==> src/rtl/aud_pkg.sv <==
// Shared audio definitions: sample/address widths and the playback FSM states.
// AUD_PLAYER_BOTH_CH_EN adds the right-slot states.
package aud_pkg;

    localparam int AUD_DATA_W = 16;
    localparam int AUD_ADDR_W = 20;

    typedef enum logic [2:0] {
        S_IDLE   = 3'd0,
        S_PAUS   = 3'd1,
        S_WAIT   = 3'd2,
        S_SEND   = 3'd3
`ifdef AUD_PLAYER_BOTH_CH_EN
        ,
        S_WAIT_R = 3'd4,
        S_SEND_R = 3'd5
`endif
    } aud_state_e;

endpackage

==> src/rtl/aud_piso_tx.sv <==
// Parallel-in/serial-out shifter: load emits the MSB on the same edge, each shift
// emits the next bit, done once DATA_W bits have been emitted.
module aud_piso_tx #(
    parameter int DATA_W = 16
) (
    input  logic              clk,
    input  logic              rst_n,
    input  logic              load,
    input  logic              shift_en,
    input  logic              clear,
    input  logic [DATA_W-1:0] data,
    output logic              sdo,
    output logic              done
);
    localparam int CNT_W = $clog2(DATA_W + 1);

    logic [DATA_W-2:0] sreg;
    logic [CNT_W-1:0]  cnt;

    always_ff @(posedge clk or negedge rst_n) begin
        if (!rst_n) begin
            sdo  <= 1'b0;
            sreg <= '0;
            cnt  <= '0;
        end else if (clear) begin
            sdo <= 1'b0;
            cnt <= '0;
        end else if (load) begin
            sdo  <= data[DATA_W-1];
            sreg <= data[DATA_W-2:0];
            cnt  <= CNT_W'(1);
        end else if (shift_en && !done) begin
            sdo  <= sreg[DATA_W-2];
            sreg <= {sreg[DATA_W-3:0], 1'b0};
            cnt  <= cnt + CNT_W'(1);
        end
    end

    assign done = (cnt == CNT_W'(DATA_W));

endmodule

==> src/rtl/aud_player.sv <==
// I2S-style playback: walks SRAM addresses and shifts each sample MSB-first in the
// left LRC slot. Define AUD_PLAYER_BOTH_CH_EN to replay the sample in the right slot.
module aud_player
    import aud_pkg::*;
#(
    parameter int DATA_W = AUD_DATA_W,
    parameter int ADDR_W = AUD_ADDR_W
) (
    input  logic              i_clk,
    input  logic              i_rst_n,
    input  logic              i_lrc,
    input  logic              i_start,
    input  logic              i_pause,
    input  logic              i_stop,
    input  logic [ADDR_W-1:0] i_end_address,
    input  logic [DATA_W-1:0] i_dac_data,
    output logic [ADDR_W-1:0] o_address,
    output logic              o_dacdat,
    output logic              o_done,
    output logic [2:0]        o_state
);
    aud_state_e        state_q, state_d;
    logic [ADDR_W-1:0] addr_d;
    logic              done_d;
    logic              lrc_r, rise;
    logic              tx_load, tx_shift, tx_clear, tx_done;
    logic [DATA_W-1:0] tx_data;

    assign rise    = ~lrc_r & i_lrc;
    assign o_state = state_q;

`ifdef AUD_PLAYER_BOTH_CH_EN
    logic              fall;
    logic [DATA_W-1:0] sample_q;

    assign fall    = lrc_r & ~i_lrc;
    // SRAM data is only valid at the left-slot rise; the right slot replays the latch.
    assign tx_data = (state_q == S_WAIT) ? i_dac_data : sample_q;

    always_ff @(posedge i_clk or negedge i_rst_n) begin
        if (!i_rst_n) begin
            sample_q <= '0;
        end else if (state_q == S_WAIT && tx_load) begin
            sample_q <= i_dac_data;
        end
    end
`else
    assign tx_data = i_dac_data;
`endif

    always_ff @(posedge i_clk or negedge i_rst_n) begin
        if (!i_rst_n) begin
            state_q   <= S_IDLE;
            o_address <= '0;
            o_done    <= 1'b0;
            lrc_r     <= 1'b0;
        end else begin
            state_q   <= state_d;
            o_address <= addr_d;
            o_done    <= done_d;
            lrc_r     <= i_lrc;
        end
    end

    always_comb begin
        state_d  = state_q;
        addr_d   = o_address;
        done_d   = 1'b0;
        tx_load  = 1'b0;
        tx_shift = 1'b0;
        tx_clear = 1'b0;
        case (state_q)
            S_IDLE: begin
                if (i_start && !i_stop) begin
                    state_d = S_WAIT;
                    addr_d  = '0;
                end
            end
            S_PAUS: begin
                if (i_stop) begin
                    state_d = S_IDLE;
                end else if (i_start) begin
                    state_d = S_WAIT;
                end
            end
            S_WAIT: begin
                if (i_stop) begin
                    state_d = S_IDLE;
                end else if (i_pause) begin
                    state_d = S_PAUS;
                end else if (o_address == i_end_address) begin
                    state_d = S_IDLE;
                    done_d  = 1'b1;
                end else if (rise) begin
                    state_d = S_SEND;
                    tx_load = 1'b1;
                end
            end
            S_SEND: begin
                if (i_stop) begin
                    state_d  = S_IDLE;
                    tx_clear = 1'b1;
                end else if (i_pause) begin
                    state_d  = S_PAUS;
                    tx_clear = 1'b1;
                end else if (!i_lrc || tx_done) begin
`ifdef AUD_PLAYER_BOTH_CH_EN
                    // A slot ending on the falling edge must start the right slot now.
                    if (fall) begin
                        state_d = S_SEND_R;
                        tx_load = 1'b1;
                    end else begin
                        state_d  = S_WAIT_R;
                        tx_clear = 1'b1;
                    end
`else
                    state_d  = S_WAIT;
                    tx_clear = 1'b1;
                    addr_d   = o_address + ADDR_W'(1);
`endif
                end else begin
                    tx_shift = 1'b1;
                end
            end
`ifdef AUD_PLAYER_BOTH_CH_EN
            S_WAIT_R: begin
                if (i_stop) begin
                    state_d = S_IDLE;
                end else if (i_pause) begin
                    state_d = S_PAUS;
                end else if (fall) begin
                    state_d = S_SEND_R;
                    tx_load = 1'b1;
                end
            end
            S_SEND_R: begin
                if (i_stop) begin
                    state_d  = S_IDLE;
                    tx_clear = 1'b1;
                end else if (i_pause) begin
                    state_d  = S_PAUS;
                    tx_clear = 1'b1;
                end else if (i_lrc || tx_done) begin
                    state_d  = S_WAIT;
                    tx_clear = 1'b1;
                    addr_d   = o_address + ADDR_W'(1);
                end else begin
                    tx_shift = 1'b1;
                end
            end
`endif
            default: begin
                state_d  = S_IDLE;
                tx_clear = 1'b1;
            end
        endcase
    end

    aud_piso_tx #(
        .DATA_W(DATA_W)
    ) u_piso (
        .clk     (i_clk),
        .rst_n   (i_rst_n),
        .load    (tx_load),
        .shift_en(tx_shift),
        .clear   (tx_clear),
        .data    (tx_data),
        .sdo     (o_dacdat),
        .done    (tx_done)
    );

endmodule

==> config.mk <==
export PLATFORM = sky130hd
export DESIGN_NAME = aud_player
export DESIGN_NICKNAME = d
export VERILOG_FILES = /design/src/rtl/aud_pkg.sv /design/src/rtl/aud_piso_tx.sv /design/src/rtl/aud_player.sv
export SDC_FILE = /design/constraint.sdc
export NUM_CORES = 1
export LEC_CHECK = 0
export CAP_MARGIN = 20
export CORE_AREA = 2 2 75 77
export CTS_CLUSTER_DIAMETER = 150
export DETAILED_ROUTE_END_ITERATION = 10
export DIE_AREA = 0 0 77 79
export PLACE_DENSITY = 0.83
export SETUP_SLACK_MARGIN = 0.5
export SYNTH_ARGS = -nofsm -noshare
export SYNTH_HDL_FRONTEND = slang
export SYNTH_HIERARCHICAL = 1
export SYNTH_SLANG_ARGS = --single-unit
==> constraint.sdc <==
create_clock -name i_clk -period 4.95 [get_ports i_clk]
set_clock_uncertainty 0.05 [all_clocks]
set_input_delay 0.99 -clock i_clk [delete_from_list [all_inputs] [get_ports i_clk]]
set_output_delay 0.99 -clock i_clk [all_outputs]
set_load 0.02 [all_outputs]
# --- After elaboration in Yosys (flattened, before gate mapping) ---
# Index checks and enable logic that the tools add are counted.
op_classes:
  mux: 41
  n_eq_ne: 12
  addsub: 2
  n_bitwise: 3
  n_reduce_logical: 14
ops:
  columns: ["operator", "count"]
  rows:
  - ["$mux W20", 4]
  - ["$pmux W20 S2", 1]
  - ["$mux W15", 2]
  - ["$mux W3", 10]
  - ["$add A20 B1 Y20 const B", 1]
  - ["$eq A20 B20 Y1", 1]
  - ["$mux W1", 19]
  - ["$mux W5", 3]
  - ["$pmux W3 S4", 1]
  - ["$ne A2 B2 Y1 const B", 4]
  - ["$eq A3 B2 Y1 const B", 2]
  - ["$add A5 B1 Y5 const B", 1]
  - ["$eq A5 B5 Y1 const B", 1]
  - ["$ne A5 B5 Y1 const B", 1]
  - ["$reduce_and A5 Y1", 1]
  - ["$ne A4 B4 Y1 const B", 1]
  - ["$reduce_and A4 Y1", 1]
  - ["$reduce_bool A2 Y1", 2]
  - ["$eq A3 B1 Y1 const B", 1]
  - ["$logic_not A1 Y1", 3]
  - ["$logic_not A3 Y1", 1]
  - ["$ne A3 B3 Y1 const B", 1]
  - ["$reduce_bool A3 Y1", 1]
  - ["$reduce_or A3 Y1", 1]
  - ["other kinds (6)", 8]
totals:
  out_inout_bits: 25
  regBits: 46
  input_bits: 42

# --- Longest topological paths before layout ---
# Gate-level depths: netlist of run 1.
logic_depth:
  ltp_word: 10
  mapped_depth: 12
  mapped_depth_nobuf: 9

# --- Cells and area by module ---
# Netlist of run 1, hierarchy kept.
modules_own_cells:
  columns: ["module", "cells_per_inst", "area_per_inst_um2", "instances"]
  rows:
  - ["aud_player", 172, 1564.0, 1]
  - ["aud_piso_tx", 123, 1191.1, 1]

# --- Worst setup path after synthesis of run 1 ---
# Ideal clock, no wire load.
synth_path:
  path_kind: "in2reg"
  from: "input port i_end_address[0]"
  to: "register u_piso.sreg[12]"
  required_time_ns: 4.799
  path_stages: 9
  setup_slack_ns: 2.435
  arrival_time_ns: 2.364
  cell_sequence: "xnor2_1 -> nand4_1 -> nor3_1 -> a21oi_1 -> buf_2 -> nor2_2 -> buf_2 -> nand4_1 -> o311ai_2"
synth_via:
  elab_chain_cells: 7
  word_cells_on_any_way: 8
  cone_classes: "eq/ne: 1; mux: 5; reduce/logical: 2"
synth_rtl:
  columns: ["element", "line_no", "source"]
  rows:
  - ["from (decl)", "aud_player.sv:15", "input logic [ADDR_W-1:0] i_end_address,"]
  - ["$eq A20 B20 Y1 *", "aud_player.sv:91", "end else if (o_address == i_end_address) begin"]
  - ["$mux W1 *", "aud_player.sv:91", null]
  - ["$mux W1 *", "aud_player.sv:89", "end else if (i_pause) begin"]
  - ["$mux W1 *", "aud_player.sv:87", "if (i_stop) begin"]
  - ["$mux W1 *", "aud_player.sv:72", "case (state_q)"]
  - ["via tx_load", "aud_player.sv:26", "logic tx_load, tx_shift, tx_clear, tx_done;"]
  - ["$reduce_bool A2 Y1 (no source line)", null, null]
  - ["$reduce_and A2 Y1 (no source line)", null, null]
  - ["to (signal assigned)", "aud_piso_tx.sv:30", "sreg <= data[DATA_W-2:0];"]
  - ["to (signal assigned)", "aud_piso_tx.sv:34", "sreg <= {sreg[DATA_W-3:0], 1'b0};"]
  - ["to (decl)", "aud_piso_tx.sv:17", "logic [DATA_W-2:0] sreg;"]
# Mark *: on every way through the listed nets, which the timed path passes. The rest lies on a longest branch.
# A chain may end at the register's enable or synchronous reset.

# --- Final worst setup path of run 1 ---
layout_path:
  from: "register u_piso.cnt[0]"
  to: "register u_piso.sreg[1]"
layout_via:
  elab_chain_cells: 9
  word_cells_on_any_way: 15
  cone_classes: "eq/ne: 1; mux: 8; bitwise: 1; reduce/logical: 5"
layout_rtl:
  columns: ["element", "line_no", "source"]
  rows:
  - ["from (decl)", "aud_piso_tx.sv:18", "logic [CNT_W-1:0] cnt;"]
  - ["from (signal assigned)", "aud_piso_tx.sv:35", "cnt <= cnt + CNT_W'(1);"]
  - ["$eq A5 B5 Y1", "aud_piso_tx.sv:39", "assign done = (cnt == CNT_W'(DATA_W));"]
  - ["via tx_done", "aud_player.sv:26", null]
  - ["$logic_or A1 B1 Y1", "aud_player.sv:106", "end else if (!i_lrc || tx_done) begin"]
  - ["$mux W1", "aud_player.sv:106", null]
  - ["$mux W1", "aud_player.sv:103", "end else if (i_pause) begin"]
  - ["$mux W1", "aud_player.sv:100", "if (i_stop) begin"]
  - ["$mux W1", "aud_player.sv:72", null]
  - ["via tx_shift", "aud_player.sv:26", null]
  - ["$logic_and A1 B1 Y1", "aud_piso_tx.sv:32", "end else if (shift_en && !done) begin"]
  - ["$reduce_bool A2 Y1 (no source line)", null, null]
  - ["$reduce_and A2 Y1 (no source line)", null, null]
# The timed path passes the listed nets, and every way through them passes these cells.

==> results of run 1 <==
[state kept, by name, indices dropped and copies added (netlist names)]
register     cells
lrc_r            1
o_state          2
u_piso/sdo       1
u_piso/sreg     15
u_piso/cnt       5
o_address       20
o_done           1
[cell usage after synthesis, drive strengths merged (3+ instances only)]
library cell  count
a22oi            15
clkbuf            7
xnor2            20
dfrtp            45
nor2             13
xor2              7
o311ai           14
a21oi            14
and4              4
nand3             8
nand4            27
a31oi             5
ha                3
buf              12
o31ai             8
or2               3
o21ai             7
inv              27
nand2            16
or4              12
[worst max-delay path, cell delays in order (launching register included)]
cell       delay [ns]
dfrtp_1          0.40
inv_1            0.08
ha_1             0.20
nand4bb_1        0.70
inv_6            0.07
nand2b_1         0.35
nor4_2           0.28
buf_4            0.30
inv_1            0.12
nor2_2           0.55
o311ai_0         0.23
[stage by stage]
| stage | power [mW] | instance area [um^2] | worst slack (ns) | hold slack [ns] | utilization [%] |
|---|---|---|---|---|---|
| after floorplan | 0.5505 | 2755 | 2.435 | 0.4549 | - |
| after global placement | 0.6218 | 3427 | 1.371 | 0.4849 | 64.21 |
| after detailed placement | 0.6296 | 3427 | 1.327 | 0.4795 | 64.21 |
| after CTS | 0.9102 | 3538 | 1.532 | 0.5049 | 66.29 |
| after global routing | 0.9530 | 3558 | 1.193 | 0.4263 | 66.67 |
| final | 0.9113 | 3558 | 1.459 | 0.4293 | 66.67 |
[layer usage]
layer  routed length [um]  share of wire, %  track usage [%]
met1                 3081                42            32.96
met2                 3588                49            39.56
met3                  535               7.3            3.750
met4                  118               1.6            9.286
met5                    0                 0                0
[cell families (layout without fill, tap and decap cells)]
family                   Yosys count  count (layout)  share of synthesized area, %
AND/OR/NAND/NOR                  102             102                         22.34
AO/OA/AOI/OAI                     68              68                         18.07
buffers and inverters             46             105                         7.493
flip-flops                        45              45                         40.87
XOR/XNOR                          27              27                         8.583
adder cells (fa/ha/maj)            3               3                         1.363
multiplexers                       3               3                         1.135
other                              1               1                        0.1361
[area by class of cell]
type | instances | share of cell area [%]
clock buffer | 6 | 2.039
clock inverter | 2 | 1.090
inverter | 27 | 2.989
multi-input combinational | 204 | 40.15
sequential | 45 | 31.65
tap | 72 | 2.532
timing repair buffer | 70 | 19.55
[worst max path at each step]
stage | endpoint | slack (ns) | cells after the start | start
2_1_floorplan | u_piso/sreg[12] | 2.44 | 9 | i_end_address[0]
6_report | u_piso/sreg[1] | 1.46 | 10 | u_piso/cnt[0]
3_5_place_dp | u_piso/sreg[1] | 1.33 | 8 | i_stop
5_1_grt | u_piso/sreg[4] | 1.19 | 10 | u_piso/cnt[0]
4_1_cts | u_piso/sreg[1] | 1.53 | 10 | u_piso/cnt[0]
3_3_place_gp | u_piso/sreg[4] | 1.37 | 8 | i_stop
[power by group through the flow]
| stage | Sequential, mW | Combinational [mW] | Clock (mW) |
|---|---|---|---|
| after global placement | 0.466 | 0.155 | 0 |
| after detailed placement | 0.466 | 0.163 | 0 |
| after global routing | 0.470 | 0.182 | 0.301 |
| after floorplan | 0.461 | 0.0895 | 0 |
| final | 0.463 | 0.165 | 0.284 |
| after CTS | 0.461 | 0.164 | 0.286 |
==> impl_metrics.ini, run 1 <==
[clocking]
cts_buffers = 5
clk_pin_slew_ns = 0.09
cts_resized = 0
htreeDepth = 2
cts_setup_buffers = 0
hold_buffers = 0
clock_sinks = 45
clkLatencyLatePin_ns = 0.31
cts_tree = yes
cts-root-buf = clkbuf_8
cts_max_path_buffers = 2

[worst_setup_path]
r2r.worst_path.cells = 10
ff2ff_setup_slack_ns = 1.46
r2r-end = u_piso/sreg[1]
cp.arrival_ns = 3.60
cp_max_fo = 21
crit_type = reg -> reg
end_kind = flip-flop
r2r-start = u_piso/cnt[0]
crit_path_start_kind = flip-flop
crit_required_ns = 5.05

[timing]
slew_violations = 0
slew_headroom_pct = 30.10
setup_tns_ns = 0
hold_violations = 0
setup-violations-final = 0
layout_min_cycle_time_ns = 3.491
rsz0062_at_grt = false
finalCritPeriodShare_pct = 70.52
fmax_mhz = 286.5
worstMarginPinSlew_ns = 1.046

[yosys]
synth_fp_nets = 340
synth_cells = 295
synth_area_um2 = 2755
ys.flop_type = dfrtp_1
yosysWarnings = 6
netlist_top_cells_area = dfrtp_1 41%, xnor2_1 6.4%, nand4_1 6.1%, a22oi_1 4.1%, inv_1 3.5%
avgSynthCellArea_um2 = 9.339
yosys.area.top_type_share_pct = 40.87
synth-edff-count = 0
synthArstFlopShare_pct = 100.0
synth_top_area_cell = dfrtp_1
synth_seq_cells = 45
synth_cell_type_count = 46
synth_seq_area_share_pct = 40.87

[power]
power.leakage_nw = 1.378
p_int_mw = 0.6578
clkPwrFrac_pct = 31.1
power_density_nw_per_um2 = 256.1
combPwrFrac_pct = 18.1
p_sw_share_pct = 27.82
power_frac_seq_pct = 50.8
netSwitchingPower_mw = 0.2536
ir_worst_vdd_mv = 0.1613

[global_routing]
grt_pass1_vias = 2501
overflow = 0
grt_usage_pct = 24.29
antenna_found_initial = 0
grt_max_degree = 46
grt_first_pass_wirelength_um = 11830

[drt]
drt_first_pass_iters = 5
ant_nets = 0
wl_um = 7324
route.detailed.drc = 0
avgRoutedWirePerCell_um = 17.19
vias = 2660
vias_per_cell = 6.244
drt_iter0_drc = 246

[die]
die_area_um2 = 6083
core.rowCount = 27
die_h_um = 79
core_area_um2 = 5338
floorplan.initialDensity_pct = 51.62
io_pins = 67
die_x_um = 77

[run]
max-cap-violations = 0

[layout]
finalNonFillerCells = 426
num_antenna_cells = 0
final_cell_mix = 64 x clkdlybuf4s50_1, 45 x dfrtp_1, 27 x nand4_1
seqCellArea_um2 = 1126
final_common_cell = clkdlybuf4s50_1
drive_gt1_share_pct = 7.627
multiInputGateArea_um2 = 1429
fillers = 441
areaGrowthSynthToFinish_pct = 29.16
nets = 398

[place]
numPortBuffers = 65
gp_congestion = 0.8782
hpwl_um = 5164
placed_cells = 417

[status]
status = complete, no violations

[worst_hold_path]
hp-class = in -> async
Note: power is estimated with default switching activity, not from simulation.
==> run 2, diff against run 1 <==
- CORE_AREA: 2 2 75 77 -> 2 2 78 80
- DIE_AREA: 0 0 77 79 -> 0 0 80 82
- PLACE_DENSITY: 0.83 -> 0.77
- clock period: 4.95 -> 3.5 ns (I/O delays scaled with it)
==> impl_metrics.ini, run 2 (synthesized netlist as in run 1, its figures left out) <==
[status]
status = complete, no violations

[worst_setup_path]
r2r-end = u_piso/sreg[13]
ff2ff_setup_slack_ns = 0.82
cpPeakStageDelay_ns = 0.49
end_kind = flip-flop
slowest_stage = clkdlybuf4s50_1
cp_max_fo = 19
cp.arrival_ns = 2.89
r2r.worst_path.cells = 9
worstPathCellList = clkdlybuf4s50_1 -> xnor2_1 -> nand4_1 -> nor3_1 -> buf_4 -> a21oi_1 -> buf_4 -> nor2_2 -> nand4_1 -> o311ai_0
crit_required_ns = 3.63
crit_type = in -> reg
crit_path_start_kind = input port
r2r-start = u_piso/cnt[0]

[layout]
final_cell_mix = 64 x clkdlybuf4s50_1, 45 x dfrtp_1, 27 x nand4_1
final_common_cell = clkdlybuf4s50_1
nets = 400
reg_top3 = o_address: 20 flops, u_piso/sreg: 15 flops, u_piso/cnt: 5 flops
areaGrowthSynthToFinish_pct = 30.25
num_antenna_cells = 0
regMostFlops = o_address
fin_area_um2 = 3588
largest_register_ffs = 20
drive_gt1_share_pct = 8.708
finalNonFillerCells = 431

[place]
numPortBuffers = 65
placed_cells = 422
hpwl_um = 4927
gp_congestion = 0.8582
placed_area_um2 = 3446

[global_routing]
antenna_found_initial = 0
grt_first_pass_wirelength_um = 11360
use_met2_pct = 34.75
grt_util_met3_pct = 3.077
grt_pass1_vias = 2346
overflow = 0
grt_usage_pct = 22.45
grt_busiest_layer = met2
grt_max_degree = 46
grt_use_met1_pct = 32.08

[clocking]
cts-root-buf = clkbuf_8
cts_max_path_buffers = 2
cts_tree = yes
clkLatencyLatePin_ns = 0.29
htreeDepth = 2
clk_pin_slew_ns = 0.09
clock_sinks = 45
cts_buffers = 5
hold_buffers = 0

[die]
die_x_um = 80
die_area_um2 = 6560
core_area_um2 = 5746
core.rowCount = 28
io_pins = 67
die_h_um = 82
floorplan.initialDensity_pct = 47.95

[timing]
setup_tns_ns = 0
layout_min_cycle_time_ns = 2.767
slew_violations = 0
finalCritPeriodShare_pct = 79.05
slew_headroom_pct = 47.53
fmax_mhz = 361.4
worstMarginPinSlew_ns = 0.7870
setup-violations-final = 0
hold_violations = 0
rsz0062_at_grt = false

[drt]
avgRoutedWirePerCell_um = 16.12
drt_first_pass_iters = 4
vias_per_cell = 5.949
drt_iter0_drc = 206
route.detailed.drc = 0
wl_um = 6947
ant_nets = 0
vias = 2564

[power]
power.leakage_nw = 1.390
power_density_nw_per_um2 = 361.2
ir_worst_vdd_mv = 0.1968

[worst_hold_path]
hp-class = in -> async

[run]
max-cap-violations = 0
[run 2: per-stage QoR]
stage                     utilization (%)  power (mW)  hold WS, ns  setup slack, ns
after floorplan                         -      0.7786       0.3544            1.084
after global placement              59.97      0.8785       0.4800           0.4628
after detailed placement            59.97      0.8888       0.4958           0.3972
after CTS                           62.06       1.300       0.5184           0.6935
after global routing                62.46       1.364       0.2887           0.5757
final                               62.46       1.296       0.2647           0.7333
[run 2: power breakdown]
group          switching, mW  internal [mW]
sequential            0.0614          0.590
combinational          0.107          0.125
clock                  0.180          0.232
total                  0.348          0.948
[run 2: worst max-delay path by stage]
stage	from	to	slack, ns	cells after the start
after floorplan	u_piso/cnt[0]	u_piso/sreg[12]	1.08	12
after global placement	i_end_address[14]	u_piso/sreg[8]	0.46	9
after detailed placement	i_stop	u_piso/sreg[13]	0.40	7
after CTS	i_stop	u_piso/sreg[13]	0.69	7
after global routing	i_end_address[14]	u_piso/sreg[1]	0.58	10
final	i_end_address[14]	u_piso/sreg[1]	0.73	10
[run 2: cell type report]
class                   count  area (um^2)
clock buffers               6        82.58
inverters                  27        106.4
repair buffers             72        710.7
fillers                   511         2157
multi-input cells         204         1431
flip-flops and latches     45         1126
well taps                  75        93.84
clock inverters             2        37.54
[run 2: worst max-delay path: cells and delay by family]
family / cells / cell delay (ns)
compound gates: 2 / 0.22
buf+inv: 3 / 0.86
simple gates: 4 / 0.96
xor+xnor: 1 / 0.13
[run 2: layer usage]
layer	share of wire (%)	vias to the layer above
met5	0	-
met4	1.6	0
li1	-	1217
met3	5.0	11
met2	49	83
met1	45	1253
[run 2: repair_timing]
action	CTS	global route
resized for setup	0	1
endpoints found under the setup margin	0	4
setup buffers	0	0
